$ cat config.mk
export PLATFORM = sky130hd
export DESIGN_NAME = note_scheduler
export DESIGN_NICKNAME = d
export VERILOG_FILES = /design/src/rtl/game_pkg.sv /design/src/rtl/note_scheduler_row_fifo.sv /design/src/rtl/note_scheduler.sv
export SDC_FILE = /design/constraint.sdc
export NUM_CORES = 1
export LEC_CHECK = 0
export BUFFER_PORTS_ARGS = -buffer_cell sky130_fd_sc_hd__buf_2
export CORE_UTILIZATION = 40
export DETAILED_ROUTE_END_ITERATION = 10
export HOLD_SLACK_MARGIN = 0.1
export PLACE_DENSITY = 0.6
export SLEW_MARGIN = 20
export SYNTH_ARGS = -nofsm -noshare
export SYNTH_HDL_FRONTEND = slang
export SYNTH_HIERARCHICAL = 1
export SYNTH_SLANG_ARGS = --single-unit
$ cat constraint.sdc
create_clock -name i_Clk -period 9.3 [get_ports i_Clk]
set_input_delay 1.86 -clock i_Clk [delete_from_list [all_inputs] [get_ports i_Clk]]
set_output_delay 1.86 -clock i_Clk [all_outputs]
set_load 0.02 [all_outputs]
$ cat src/rtl/game_pkg.sv
// Constants, state encodings, sound codes and the row expansion shared by the scheduler and the game logic.
// Holds no logic of its own; the game core imports the same speed constants.
package game_pkg;

  localparam logic [31:0] BASE_PERIOD_DEF  = 32'd25_000_000;
  localparam logic [31:0] MIN_PERIOD_DEF   = 32'd5_000_000;
  localparam logic [31:0] STEP_DEF         = 32'd100_000;
  localparam int unsigned FIFO_DEPTH_DEF   = 4;
  localparam int unsigned SPAWN_THRESH_DEF = 8;

  typedef enum logic [1:0] {
    S_IDLE  = 2'd0,
    S_PRIME = 2'd1,
    S_RUN   = 2'd2,
    S_PAUSE = 2'd3
  } sched_state_t;

  typedef enum logic [2:0] {
    SND_NONE      = 3'd0,
    SND_PERFECT   = 3'd1,
    SND_GOOD      = 3'd2,
    SND_MISS      = 3'd3,
    SND_LEVEL_UP  = 3'd4,
    SND_GAME_OVER = 3'd5
  } snd_cmd_t;

  // Each of the four high random bits becomes a two-lane note; weak low nibbles spawn nothing.
  function automatic logic [7:0] expand_row(input logic [7:0] rnd, input logic [4:0] thresh);
    logic [7:0] row;
    row = 8'd0;
    if ({1'b0, rnd[3:0]} >= thresh) begin
      row = {rnd[7], rnd[7], rnd[6], rnd[6], rnd[5], rnd[5], rnd[4], rnd[4]};
    end
    return row;
  endfunction

endpackage

$ cat src/rtl/note_scheduler_row_fifo.sv
// row_fifo: synchronous pending-row buffer; push and pop in the same cycle, flush empties it.
// Head is read combinationally; pushes are dropped when full unless a pop frees the slot.
module row_fifo #(
  parameter int unsigned DEPTH = 4,
  parameter int unsigned WIDTH = 8
) (
  input  logic                     clk,
  input  logic                     rst,
  input  logic                     flush,
  input  logic                     push,
  input  logic [WIDTH-1:0]         push_dat,
  input  logic                     pop,
  output logic [WIDTH-1:0]         head_dat,
  output logic [$clog2(DEPTH):0]   level,
  output logic                     empty
);

  localparam int unsigned AW = $clog2(DEPTH);
  localparam int unsigned LW = $clog2(DEPTH) + 1;
  localparam logic [LW-1:0] FULL_LV = LW'(DEPTH);

  logic [WIDTH-1:0] mem_q [DEPTH];
  logic [WIDTH-1:0] mem_d [DEPTH];
  logic [AW-1:0]    wr_ptr_q, wr_ptr_d;
  logic [AW-1:0]    rd_ptr_q, rd_ptr_d;
  logic [LW-1:0]    level_q, level_d;
  logic             do_push, do_pop;

  always_comb begin
    do_pop   = pop && (level_q != '0);
    do_push  = push && ((level_q != FULL_LV) || do_pop);
    mem_d    = mem_q;
    wr_ptr_d = wr_ptr_q;
    rd_ptr_d = rd_ptr_q;
    level_d  = level_q;
    if (flush) begin
      wr_ptr_d = '0;
      rd_ptr_d = '0;
      level_d  = '0;
    end else begin
      if (do_push) begin
        mem_d[wr_ptr_q] = push_dat;
        wr_ptr_d        = wr_ptr_q + AW'(1);
      end
      if (do_pop) begin
        rd_ptr_d = rd_ptr_q + AW'(1);
      end
      case ({do_push, do_pop})
        2'b10:   level_d = level_q + LW'(1);
        2'b01:   level_d = level_q - LW'(1);
        default: level_d = level_q;
      endcase
    end
  end

  always_ff @(posedge clk) begin
    if (rst) begin
      mem_q    <= '{default: '0};
      wr_ptr_q <= '0;
      rd_ptr_q <= '0;
      level_q  <= '0;
    end else begin
      mem_q    <= mem_d;
      wr_ptr_q <= wr_ptr_d;
      rd_ptr_q <= rd_ptr_d;
      level_q  <= level_d;
    end
  end

  assign head_dat = mem_q[rd_ptr_q];
  assign level    = level_q;
  assign empty    = (level_q == '0);

endmodule

$ cat src/rtl/note_scheduler.sv
// note_scheduler: fall-tick sequencer with pending-row FIFO and hit-driven speed ramp; all outputs registered.
// Optional head preview on o_Next_Row is enabled by defining NOTE_SCHED_PREVIEW_EN.
module note_scheduler
  import game_pkg::*;
#(
  parameter logic [31:0] BASE_PERIOD  = BASE_PERIOD_DEF,
  parameter logic [31:0] MIN_PERIOD   = MIN_PERIOD_DEF,
  parameter logic [31:0] STEP         = STEP_DEF,
  parameter int unsigned FIFO_DEPTH   = FIFO_DEPTH_DEF,
  parameter int unsigned SPAWN_THRESH = SPAWN_THRESH_DEF
) (
  input  logic                          i_Clk,
  input  logic                          i_Rst,
  input  logic                          i_Start,
  input  logic                          i_Stop,
  input  logic                          i_Pause,
  input  logic [1:0]                    i_Speed_Opt,
  input  logic                          i_Hit,
  input  logic [7:0]                    i_Rand_Val,
  input  logic                          i_Rand_Valid,
  output logic                          o_Tick,
  output logic [7:0]                    o_Row,
  output logic [31:0]                   o_Phase,
  output logic [31:0]                   o_Period,
  output logic                          o_Running,
  output logic                          o_Underrun,
  output logic [$clog2(FIFO_DEPTH):0]   o_Level,
  output logic [7:0]                    o_Next_Row
);

  localparam int unsigned LW = $clog2(FIFO_DEPTH) + 1;
  localparam logic [LW-1:0] FULL_LV    = LW'(FIFO_DEPTH);
  localparam logic [4:0]    THRESH     = 5'(SPAWN_THRESH);
  localparam logic [31:0]   RAMP_FLOOR = MIN_PERIOD + STEP;

  sched_state_t state_q, state_d;
  logic [31:0]  phase_q, phase_d;
  logic [31:0]  period_q, period_d;
  logic         tick_q, tick_d;
  logic         underrun_q, underrun_d;
  logic [7:0]   row_q, row_d;

  logic [31:0]  speed_period;
  logic [31:0]  ramp_period;
  logic [31:0]  eff_period;
  logic         fifo_pop;
  logic [7:0]   fifo_head;
  logic [7:0]   push_row;
  logic [LW-1:0] fifo_level;
  logic         fifo_empty;

  assign push_row = expand_row(i_Rand_Val, THRESH);

  row_fifo #(
    .DEPTH (FIFO_DEPTH),
    .WIDTH (8)
  ) u_row_fifo (
    .clk      (i_Clk),
    .rst      (i_Rst),
    .flush    (i_Stop),
    .push     (i_Rand_Valid),
    .push_dat (push_row),
    .pop      (fifo_pop),
    .head_dat (fifo_head),
    .level    (fifo_level),
    .empty    (fifo_empty)
  );

  always_comb begin
    case (i_Speed_Opt)
      2'b01:   speed_period = BASE_PERIOD >> 1;
      2'b10:   speed_period = BASE_PERIOD >> 2;
      default: speed_period = BASE_PERIOD;
    endcase
  end

  // Subtract only when it cannot dip below the floor, so the period never wraps.
  assign ramp_period = (period_q >= RAMP_FLOOR) ? (period_q - STEP) : MIN_PERIOD;
  assign eff_period  = ((state_q == S_RUN) && i_Hit) ? ramp_period : period_q;

  always_ff @(posedge i_Clk) begin
    if (i_Rst) begin
      state_q    <= S_IDLE;
      phase_q    <= '0;
      period_q   <= BASE_PERIOD;
      tick_q     <= 1'b0;
      row_q      <= '0;
      underrun_q <= 1'b0;
    end else begin
      state_q    <= state_d;
      phase_q    <= phase_d;
      period_q   <= period_d;
      tick_q     <= tick_d;
      row_q      <= row_d;
      underrun_q <= underrun_d;
    end
  end

  always_comb begin
    state_d = state_q;
    if (i_Stop) begin
      state_d = S_IDLE;
    end else begin
      case (state_q)
        S_IDLE:  if (i_Start) state_d = S_PRIME;
        S_PRIME: if (fifo_level == FULL_LV) state_d = S_RUN;
        S_RUN:   if (i_Pause) state_d = S_PAUSE;
        S_PAUSE: if (!i_Pause) state_d = S_RUN;
        default: state_d = S_IDLE;
      endcase
    end
  end

  // The compare uses the post-hit period so a hit that overtakes the phase ticks on the next cycle.
  always_comb begin
    phase_d    = phase_q;
    period_d   = period_q;
    tick_d     = 1'b0;
    row_d      = '0;
    underrun_d = 1'b0;
    fifo_pop   = 1'b0;
    if (i_Stop) begin
      phase_d = '0;
    end else begin
      case (state_q)
        S_IDLE: begin
          period_d = speed_period;
          phase_d  = '0;
        end
        S_RUN: begin
          period_d = eff_period;
          if (!i_Pause) begin
            if (phase_q >= eff_period) begin
              tick_d     = 1'b1;
              phase_d    = '0;
              fifo_pop   = !fifo_empty;
              row_d      = fifo_empty ? 8'd0 : fifo_head;
              underrun_d = fifo_empty;
            end else begin
              phase_d = phase_q + 32'd1;
            end
          end
        end
        default: begin
          phase_d = phase_q;
        end
      endcase
    end
  end

  assign o_Tick     = tick_q;
  assign o_Row      = row_q;
  assign o_Phase    = phase_q;
  assign o_Period   = period_q;
  assign o_Running  = (state_q == S_RUN) || (state_q == S_PAUSE);
  assign o_Underrun = underrun_q;
  assign o_Level    = fifo_level;

`ifdef NOTE_SCHED_PREVIEW_EN
  assign o_Next_Row = fifo_empty ? 8'd0 : fifo_head;
`else
  assign o_Next_Row = 8'd0;
`endif

endmodule

==> results of run 1 <==
[final cells by class]
type | instances | area [µm²] | area share [%]
Sequential cell | 115 | 2302 | 27.79
Clock buffer | 17 | 425.4 | 5.135
Clock inverter | 15 | 172.7 | 2.084
Inverter | 26 | 97.59 | 1.178
Timing Repair Buffer | 100 | 523.0 | 6.313
Tap cell | 225 | 281.5 | 3.398
Multi-Input combinational cell | 654 | 4482 | 54.10
[layer usage]
layer / GRT usage, % / routed length (µm) / share of wire [%] / vias to the layer above
met3: 4.452 / 1165 / 5.8 / 27
li1: - / - / - / 3242
met2: 34.27 / 8962 / 45 / 200
met1: 31.33 / 9575 / 48 / 3130
met5: 0 / 0 / 0 / -
met4: 7.928 / 363 / 1.8 / 0
[logic make-up (layout without fill, tap and decap cells)]
logic type / Yosys count / after routing
muxes: 47 / 47
adders and majority gates: 44 / 44
AOI/OAI and AO/OA: 207 / 207
other: 1 / 8
DFF: 115 / 115
buffers and inverters: 80 / 158
xor gates and xnor gates: 16 / 16
and+or+nand+nor: 332 / 332
[registers in the layout, indices dropped and copies added (netlist names)]
register / count
o_Phase: 32
u_row_fifo/level: 3
u_row_fifo/mem_q: 32
o_Tick: 1
o_Row: 8
state_q: 2
u_row_fifo/rd_ptr_q: 2
u_row_fifo/wr_ptr_q: 2
o_Underrun: 1
o_Period: 32
[worst max-delay path: cells and delay by family]
family	cells	cell delay, ns
and+or+nand+nor	11	3.53
adders and majority gates	3	0.93
buffers and inverters	3	0.45
AOI/OAI and AO/OA	2	0.38
xor gates and xnor gates	2	0.36
[worst paths after layout]
check                                           end  slack (ns)  cells after the start    startpoint
worst max-delay path            u_row_fifo/level[2]        2.13                     21         i_Hit
worst min-delay path                    o_Period[0]        0.47                      1   o_Period[0]
worst max register to register  u_row_fifo/level[2]        2.91                     20  o_Period[20]
worst min register to register          o_Period[0]        0.47                      1   o_Period[0]
[stage by stage]
stage / area (µm²) / setup slack, ns / util, %
floorplan: 7132 / 2.165 / -
global placement: 7686 / 1.802 / 44.44
detailed placement: 7686 / 1.795 / 44.44
CTS: 8284 / 2.199 / 47.89
global route: 8284 / 1.655 / 47.89
finish: 8284 / 2.131 / 47.89
[power groups by stage]
stage               clock network [mW]  logic, mW  registers, mW
floorplan                            0     0.0563          0.523
global placement                     0     0.0808          0.522
detailed placement                   0     0.0813          0.522
CTS                              0.678     0.0816          0.511
global route                     0.701     0.0896          0.513
finish                           0.669     0.0817          0.512
[cell usage in the layout (no fill, tap or decap), types with 8 or more instances in the layout]
cell type	instances
a21o_1	9
a21oi_1	37
a31oi_1	19
and2_1	19
buf_2	91
buf_4	9
clkbuf_16	17
conb_1	8
dfxtp_1	115
ha_1	43
inv_1	26
mux2i_1	39
mux4_2	8
nand2_1	87
nand2b_1	46
nand3_1	24
nand4_1	15
nor2_1	48
nor3_1	13
nor4_1	14
o211ai_1	8
o21ai_0	48
o31a_1	10
o31ai_1	11
or2_2	9
or3_1	10
or4_1	11
xor2_1	11
==> impl_results.md, run 1 <==
- Switching Share: 26.35%
- Crit path kind: in2reg
- Post-synthesis cell count: 842
- Number of antenna-violating nets in the routed design: 0
- Startpoint types: input pin
- Antenna violations before repair: 0
- Cell with the most instances after synthesis: dfxtp_1
- Cell type with the highest aggregate area in the netlist: dfxtp_1
- Avg Inst Size Synth: 8.439 µm²
- Worst setup skew after layout: 0.01262 ns
- Total half-perimeter wirelength after legalization and detailed placement: 14330 µm
- Maximum clock frequency: 139.5 MHz
- Post-CTS Setup Bufs: 0
- Compound-cell area share of the yosys netlist: 19.79%
- Area enclosed by the die boundary: 0.01830 mm²
- Final hold viol count: 0
- Post-Synthesis Cell Area: 0.007106 mm²
- Row cnt: 48
- Number of storage elements in the synthesis netlist: 115
- Clock power share: 53.0%
- Area share of the leading cell type in the synthesized netlist: 32.40%
- Total global routing track utilization: 22.48%
- Number of DRC violations after detailed-routing iteration 0: 459
- Data arrival time at the worst-slack endpoint: 7.53 ns
- CTS Buffer Depth: 2
- CP Cell Sequence: buf_2 -> nand3b_1 -> buf_4 -> or4b_1 -> or4_1 -> xnor2_1 -> nand2_1 -> ha_1 -> nand4_1 -> nor4_1 -> nand4_1 -> a31oi_2 -> nor2_1 -> nor4b_1 -> nor2b_1 -> ha_1 -> inv_1 -> fa_1 -> xor2_1 -> or3_1 -> a21oi_1
- PwrDens: 152.4 mW/mm²
- Power share of the combinational group: 6.5%
- Routed via count: 6599
- TritonCTS clock tree: yes
- Most area-consuming cells after synthesis: dfxtp_1, ha_1, mux2i_1, nand2_1, nand2b_1
- Setup-violating endpoint count in the final report: 0
- Final Wtd Congestion: 0.8865
- Pint: 929.6 µW
- Switching component of the power: 332.5 µW
- H-Tree Depth: 4
- Post-Synth Adder-Cell Area: 7.853%
- Crit end category: flop
- Placeable core area: 0.01730 mm²
- Vias in the first global route: 5962
- Clock tree root driver cell: clkbuf_16
- Required time reported for the critical path endpoint: 9.66 ns
- Die Height: 135.3 µm
- Area growth, synth to finish: 16.59%
- Detailed-route DRC error count: 0
- Horizontal extent of the die: 135.3 µm
- Cell with the largest stage delay on the worst path: or4b_1
- Largest stage delay on the critical path: 0.63 ns
- Fraction of final layout cells with drive strength greater than 1: 17.80%
- Source-to-sink clock delay at the later pin of the worst-skew pair: 0.43 ns
- Simple-gate portion of the synthesized area: 24.93%
- Min Hold Slack: 0.4684 ns
- Post-synthesis mux area share: 8.030%
- Slew at the pin with the worst max-slew slack: 1.055 ns
- Max Slew Vio Count: 0
- Final-layout fill cell count: 1730
- Max-capacitance violation count: 0
- Clock input transition at the sequential cells of the worst setup and hold paths: 0.06 ns
- XOR/XNOR share of the synthesized area: 1.972%
- Number of instances resized during post-cts repair: 0
- Average via count per standard cell: 5.728
- Sequential cell area fraction in the yosys report: 32.40%
- Portion of the clock cycle consumed by the worst path in the final layout: 77.08%
- Post-Route Setup TNS: 0 ns
- Remaining Overflow, GRT: 0
- Combinational family with the most area after synthesis: simple AND/OR/NAND/NOR gates
- Critical Path Fanout Max: 17
- Initial Util: 41.08%
- Instance count after placement with tap cells included: 1120
- Post-synth top flop: dfxtp_1
- Power consumption: 1.262 mW
- RSZ-0062 raised after global routing: false
- Post-cts hold buffer count: 0
- Ports: 103
- Final routed wirelength across all metal layers: 20070 µm
- WL/cell: 17.42 µm
- Global-route wire length before repair: 31800 µm
- Number of iterations in the first detailed-routing pass: 5
- Type of the tightest min-delay check: reg2reg
- Shortest period the worst path allows: 7.169 ns
- Most used standard cells in the synthesized netlist: dfxtp_1, nand2_1, nor2_1, o21ai_0, nand2b_1
- Sequential share of power: 40.5%
- Worst slew slack as a fraction of its limit: 29.01%
- Yosys warns: 6
- Synth unique cells: 75
- Largest net degree at the start of global routing: 65
- Outcome: finished, final reports clean
- Sinks on the clock net: 115
- Post-layout instance count excluding filler cells: 1152
- Cts bufs inserted: 17
- ANT cells: 0
- Input/output buffers: 91
- Max rail drop VDD: 0.0001249 V
- Share of async-settable or async-resettable flops after synthesis: 0%
- Post-layout net count: 975
- Count of flip-flops with a built-in enable after synthesis: 0
- Leakage: 3.361 nW
Note: power is estimated with default switching activity, not from simulation.
==> inputs of run 2 (changes only) <==
Settings changed: ABC_AREA set to 1.
Clock period 9.3 ns to 6.6 ns, I/O delays scaled along.
==> run 2 against run 1 <==
Effect of this change: synthesized cell count grew 45%; via count grew 19%; worst setup slack lost 0.51 ns; clock power grew 33%; global-route usage grew 0.95 points; first-iteration DRC count grew 12%; core utilization shrank 0.97 points; critical path depth grew 6; clock skew shrank 0.0019 ns; non-clock buffer count shrank 2; wire length grew 12%; critical endpoint unchanged.
==> impl_results.md, run 2 <==
- Outcome: finished, final reports clean
- Post-cts hold buffer count: 0 (unchanged)
- Total global routing track utilization: 23.43% (+0.95 points)
- TritonCTS clock tree: yes
- ANT cells: 0 (unchanged)
- Placeable core area: 0.01877 mm² (+8.5%)
- Most frequent standard cell in the layout excluding fill and tap cells: nand2_1
- Post-Route Setup TNS: 0 ns (unchanged)
- Detailed-route DRC error count: 0 (unchanged)
- Area share of the leading cell type in the synthesized netlist: 29.94% (-2.5 points)
- Area growth, synth to finish: 14.55%
- Max rail drop VDD: 0.0001679 V (+34%)
- Post-Synthesis Cell Area: 0.007689 mm² (+8.2%)
- Initial Util: 40.97% (-0.11 points)
- Source-to-sink clock delay at the later pin of the worst-skew pair: 0.43 ns (about the same)
- Share of async-settable or async-resettable flops after synthesis: 0% (unchanged)
- Final routed wirelength across all metal layers: 22440 µm (+12%)
- Post-synth top flop: dfxtp_1
- Routed via count: 7839 (+19%)
- Post-Synth Adder-Cell Area: 7.258% (-0.60 points)
- Input/output buffers: 91 (unchanged)
- Post-synthesis cell count: 1220 (+45%)
- Number of storage elements in the synthesis netlist: 115 (unchanged)
- PwrDens: 200.4 mW/mm² (+32%)
- Final hold viol count: 0 (unchanged)
- Buffer and inverter count on the worst path: 7 (+4)
- Number of instances resized during post-cts repair: 0 (unchanged)
- Sequential cell area fraction in the yosys report: 29.94% (-2.5 points)
- WL/cell: 14.57 µm (-16%)
- R2R Path Start: state_q[0]
- Power consumption: 1.765 mW (+40%)
- Largest stage delay on the critical path: 0.38 ns (-0.25 ns)
- Final-layout fill cell count: 2018 (+17%)
- Max-capacitance violation count: 0 (unchanged)
- Post-CTS Setup Bufs: 0 (unchanged)
- Antenna violations before repair: 0 (unchanged)
- Largest net degree at the start of global routing: 34 (-48%)
- Number of DRC violations after detailed-routing iteration 0: 516 (+12%)
- Row cnt: 50 (+4.2%)
- Cell type with the highest aggregate area in the netlist: dfxtp_1
- Remaining Overflow, GRT: 0 (unchanged)
- Crit end category: flop
- Ports: 103 (unchanged)
- Global-route wire length before repair: 36510 µm (+15%)
- Compound-cell area share of the yosys netlist: 11.23% (-8.6 points)
- Data arrival time at the worst-slack endpoint: 5.29 ns (-2.24 ns)
- Portion of the clock cycle consumed by the worst path in the final layout: 75.39%
- Cell with the largest stage delay on the worst path: fa_1
- Number of antenna-violating nets in the routed design: 0 (unchanged)
- Post-layout net count: 1354 (+39%)
- Leakage: 4.257 nW (+27%)
- Die Height: 140.6 µm (+4.0%)
- RSZ-0062 raised after global routing: false
- Clock tree root driver cell: clkbuf_16
- Crit path kind: in2reg
- Timing startpoint of the critical path: i_Hit
- Required time reported for the critical path endpoint: 6.92 ns (-2.74 ns)
- Horizontal extent of the die: 140.6 µm (+4.0%)
- Sinks on the clock net: 115 (unchanged)
- Most area-consuming cells after synthesis: dfxtp_1, nand2_1, nor2_1, inv_1, a21oi_1
- Final Wtd Congestion: 0.9178 (+3.5%)
- Area enclosed by the die boundary: 0.01978 mm² (+8.1%)
- Type of the tightest min-delay check: reg2reg
- Simple-gate portion of the synthesized area: 37.18% (+12 points)
- Slew at the pin with the worst max-slew slack: 1.061 ns (+0.006187 ns)
- Total half-perimeter wirelength after legalization and detailed placement: 15970 µm (+11%)
- Yosys warns: 6 (unchanged)
- Leading cell types in the layout, fill and taps excluded: nand2_1, nor2_1, inv_1
- Max Slew Vio Count: 0 (unchanged)
- Crit-path leading delay family: simple AND/OR/NAND/NOR gates
- Cell with the most instances after synthesis: nand2_1
- Worst setup skew after layout: 0.01069 ns (-0.001931 ns)
- Critical Path Fanout Max: 21 (+4)
- CTS Buffer Depth: 2 (unchanged)
- Startpoint types: input pin
- Clock input transition at the sequential cells of the worst setup and hold paths: 0.06 ns (about the same)
- Cts bufs inserted: 17 (unchanged)
- Launch instance of the worst min-delay path: o_Period[2]
- Avg Inst Size Synth: 6.302 µm² (-25%)
- Most used standard cells in the synthesized netlist: nand2_1, nor2_1, inv_1, dfxtp_1, a21oi_1
- Average via count per standard cell: 5.090 (-11%)
- Vias in the first global route: 6981 (+17%)
- Post-synthesis mux area share: 0% (-8.0 points)
- Number of iterations in the first detailed-routing pass: 5 (unchanged)
- XOR/XNOR share of the synthesized area: 3.076% (+1.1 points)
- H-Tree Depth: 4 (unchanged)
- Cell seen most often among critical-path stages: nand2_1
- Shortest period the worst path allows: 4.976 ns
- Combinational family with the most area after synthesis: simple AND/OR/NAND/NOR gates
- Fraction of final layout cells with drive strength greater than 1: 12.71% (-5.1 points)
- Synth unique cells: 41 (-45%)
- Worst slew slack as a fraction of its limit: 29.16% (+0.16 points)
- Maximum clock frequency: 201.0 MHz
- Setup-violating endpoint count in the final report: 0 (unchanged)
- Count of flip-flops with a built-in enable after synthesis: 0 (unchanged)
## run 2: cell types whose count changed in the layout (fill, tap and decap cells not counted), sizes merged, moves of 39 or more
cell / change
a21oi: +76
inv: +133
mux2i: -39
nand2: +245
nand2b: -46
nand4: +44
nor2: +133
## run 2: through the flow
| stage | cell area [µm²] | worst slack (ns) | hold slack [ns] | std cells | utilization, % |
|---|---|---|---|---|---|
| floorplan | 7715 | 2.044 | 0.4888 | 1227 | - |
| global placement | 8248 | 1.245 | 0.4502 | 1508 | 43.95 |
| detailed placement | 8248 | 1.214 | 0.4549 | 1508 | 43.95 |
| CTS | 8805 | 1.650 | 0.4643 | 1540 | 46.91 |
| global route | 8807 | 1.001 | 0.4890 | 1540 | 46.93 |
| finish | 8807 | 1.624 | 0.4626 | 1540 | 46.93 |
## run 2: power breakdown
| group | internal [mW] | switching (mW) |
|---|---|---|
| Clock | 0.502 | 0.385 |
| Combinational | 0.0435 | 0.104 |
| Sequential | 0.710 | 0.0200 |
## run 2: cell families after synthesis
logic type | Yosys count
AO/OA/AOI/OAI | 165
XOR/XNOR | 27
adder cells (fa/ha/maj) | 44
buffers and inverters | 209
flip-flops | 115
other | 1
AND/OR/NAND/NOR | 659
## run 2: worst paths after layout
check	cells past startpoint	endpoint	slack (ns)
max	27	u_row_fifo/level[2]	1.62
max reg2reg	27	u_row_fifo/level[2]	1.96
min	2	o_Period[2]	0.46
min reg2reg	2	o_Period[2]	0.46
## run 2: layout make-up
type / count / area, µm² / share of cell area (%)
Clock inverter: 13 / 113.9 / 1.293
Multi-Input combinational cell: 903 / 4553 / 51.70
Inverter: 158 / 594.3 / 6.748
Timing Repair Buffer: 98 / 508.0 / 5.768
Clock buffer: 19 / 442.9 / 5.029
Tap cell: 234 / 292.8 / 3.324
Sequential cell: 115 / 2302 / 26.14
## run 2: worst min-delay path, delay by kind of cell (launching register included)
family / cells / cell delay [ns]
DFF: 1 / 0.32
and+or+nand+nor: 2 / 0.10
## run 2: routing by layer
layer	GRT usage, %	vias up	routed length, µm
li1	-	4068	-
met2	37.81	222	10330
met5	0	-	0
met1	30.69	3516	10220
met3	4.348	33	1363
met4	9.783	0	525
==> inputs of run 3 (changes only) <==
Clock period 6.6 ns to 4.8 ns, I/O delays scaled along.
==> run 3 against run 2 <==
Effect of this change: total power increased by 41%; non-clock buffer count increased by 4; critical endpoint unchanged; flip-flop and latch count did not move; first-iteration DRC count grew 17%.
==> impl_results.md, run 3 (synthesis results as in run 2) <==
- Area growth, synth to finish: 15.57%
- Sinks on the clock net: 115 (unchanged)
- Remaining Overflow, GRT: 0 (unchanged)
- Portion of the clock cycle consumed by the worst path in the final layout: 90.50%
- Vias in the first global route: 7130 (+2.1%)
- Source-to-sink clock delay at the later pin of the worst-skew pair: 0.44 ns (about the same)
- Horizontal extent of the die: 140.6 µm (unchanged)
- Maximum clock frequency: 230.2 MHz
- Average via count per standard cell: 5.062 (-0.56%)
- Routed via count: 7815 (-0.31%)
- Final-layout fill cell count: 1994 (-1.2%)
- ANT cells: 0 (unchanged)
- Worst setup skew after layout: 0.01532 ns (+0.004635 ns)
- Startpoint types: flop
- Post-layout net count: 1358 (+0.30%)
- Initial Util: 40.97% (unchanged)
- Data arrival time at the worst-slack endpoint: 4.67 ns (-0.62 ns)
- Max Slew Vio Count: 0 (unchanged)
- Die Height: 140.6 µm (unchanged)
- Largest stage delay on the critical path: 0.45 ns (+0.07 ns)
- Cell seen most often among critical-path stages: nand2_1
- Largest net degree at the start of global routing: 34 (unchanged)
- Total global routing track utilization: 23.62% (+0.19 points)
- Slew at the pin with the worst max-slew slack: 1.092 ns (+0.03014 ns)
- Power share of the combinational group: 8.2% (-0.2 points)
- Pint: 1.772 mW (+41%)
- Clock power share: 51.5% (+1.2 points)
- Post-Route Setup TNS: 0 ns (unchanged)
- PwrDens: 279.9 mW/mm² (+40%)
- Leading cell types in the layout, fill and taps excluded: nand2_1, nor2_1, inv_1
- Final hold viol count: 0 (unchanged)
- Final routed wirelength across all metal layers: 22350 µm (-0.38%)
- Critical Path Fanout Max: 14 (-33%)
- Detailed-route DRC error count: 0 (unchanged)
- Area enclosed by the die boundary: 0.01978 mm² (unchanged)
- Row cnt: 50 (unchanged)
- Shortest period the worst path allows: 4.344 ns
- TritonCTS clock tree: yes
- Number of antenna-violating nets in the routed design: 0 (unchanged)
- Cts bufs inserted: 17 (unchanged)
- Antenna violations before repair: 0 (unchanged)
- Leakage: 4.298 nW (+0.97%)
- CTS Buffer Depth: 2 (unchanged)
- Max-capacitance violation count: 0 (unchanged)
- Clock input transition at the sequential cells of the worst setup and hold paths: 0.06 ns (about the same)
- Global-route wire length before repair: 36670 µm (+0.44%)
- Post-layout instance count excluding filler cells: 1544 (+0.26%)
- Most frequent standard cell in the layout excluding fill and tap cells: nand2_1
- Final Wtd Congestion: 0.9228 (+0.54%)
- Switching Share: 28.77% (-0.091 points)
- Max rail drop VDD: 0.0002603 V (+55%)
- Setup-violating endpoint count in the final report: 0 (unchanged)
- Ports: 103 (unchanged)
- Placeable core area: 0.01877 mm² (unchanged)
- WL/cell: 14.48 µm (-0.64%)
- Outcome: finished, final reports clean
- Worst slew slack as a fraction of its limit: 27.15% (-2.0 points)
- Crit path kind: reg2reg
- Switching component of the power: 715.6 µW (+40%)
- Fraction of final layout cells with drive strength greater than 1: 13.21% (+0.50 points)
- Crit end category: flop
- Type of the tightest min-delay check: reg2reg
- Instance count after placement with tap cells included: 1512 (+0.27%)
- Number of DRC violations after detailed-routing iteration 0: 602 (+17%)
- Clock tree root driver cell: clkbuf_16
- Number of iterations in the first detailed-routing pass: 5 (unchanged)
- Sequential share of power: 40.3% (-1.0 points)
- H-Tree Depth: 4 (unchanged)
- Cell with the largest stage delay on the worst path: dfxtp_1
- Required time reported for the critical path endpoint: 5.12 ns (-1.80 ns)
- RSZ-0062 raised after global routing: false
- Total half-perimeter wirelength after legalization and detailed placement: 16200 µm (+1.4%)
- Input/output buffers: 91 (unchanged)
==> run 3: metrics by stage <==
stage / hold slack, ns / worst slack [ns] / util (%) / cell area, µm² / power, mW
2_1_floorplan: 0.4888 / 0.6044 / - / 7715 / 1.168
3_3_place_gp: 0.4502 / 0.1028 / 44.17 / 8290 / 1.225
3_5_place_dp: 0.4569 / 0.06151 / 44.17 / 8290 / 1.227
4_1_cts: 0.4672 / 0.4047 / 47.29 / 8876 / 2.501
5_1_grt: 0.4944 / 0.01906 / 47.35 / 8886 / 2.579
6_report: 0.4639 / 0.4562 / 47.35 / 8886 / 2.487
==> run 3: area by class of cell <==
class	count	area [µm²]	share of cell area (%)
Timing Repair Buffer	102	550.5	6.195
Sequential cell	115	2303	25.92
Tap cell	234	292.8	3.295
Multi-Input combinational cell	903	4559	51.31
Clock buffer	17	425.4	4.787
Clock inverter	15	160.2	1.802
Inverter	158	594.3	6.688
==> run 3: worst paths after layout <==
path	startpoint	endpoint	slack [ns]	cells past startpoint
max	o_Period[15]	u_row_fifo/level[2]	0.46	26
max reg2reg	o_Period[15]	u_row_fifo/level[2]	0.46	26
min reg2reg	o_Period[3]	o_Period[3]	0.46	2
min	o_Period[3]	o_Period[3]	0.46	2
==> run 3: worst max-delay path, delay by kind of cell (launching register included) <==
kind,cells,cell delay (ns)
buf+inv,4,0.56
simple gates,14,1.65
fa+ha+maj,3,0.92
flops,1,0.45
compound gates,5,0.62
==> run 3: power groups by stage <==
stage	Sequential [mW]	Clock (mW)	Combinational [mW]
floorplan	1.03	0	0.136
CTS	1.00	1.29	0.204
global route	1.01	1.34	0.233
global placement	1.02	0	0.200
finish	1.00	1.28	0.204
detailed placement	1.02	0	0.203
==> run 3: timing repair <==
action / CTS / global route
endpoints found under the setup margin: 0 / 2
buffers inserted: 0 / 0
gates resized for setup: 0 / 3
hold buffers: 0 / 0
==> run 3: layer usage <==
metal	up-vias	part of all wire, %	GRT usage [%]
li1	4065	-	-
met1	3507	46	29.78
met2	214	47	39.88
met3	29	5.6	5.469
met4	0	1.7	7.323
met5	-	0	0
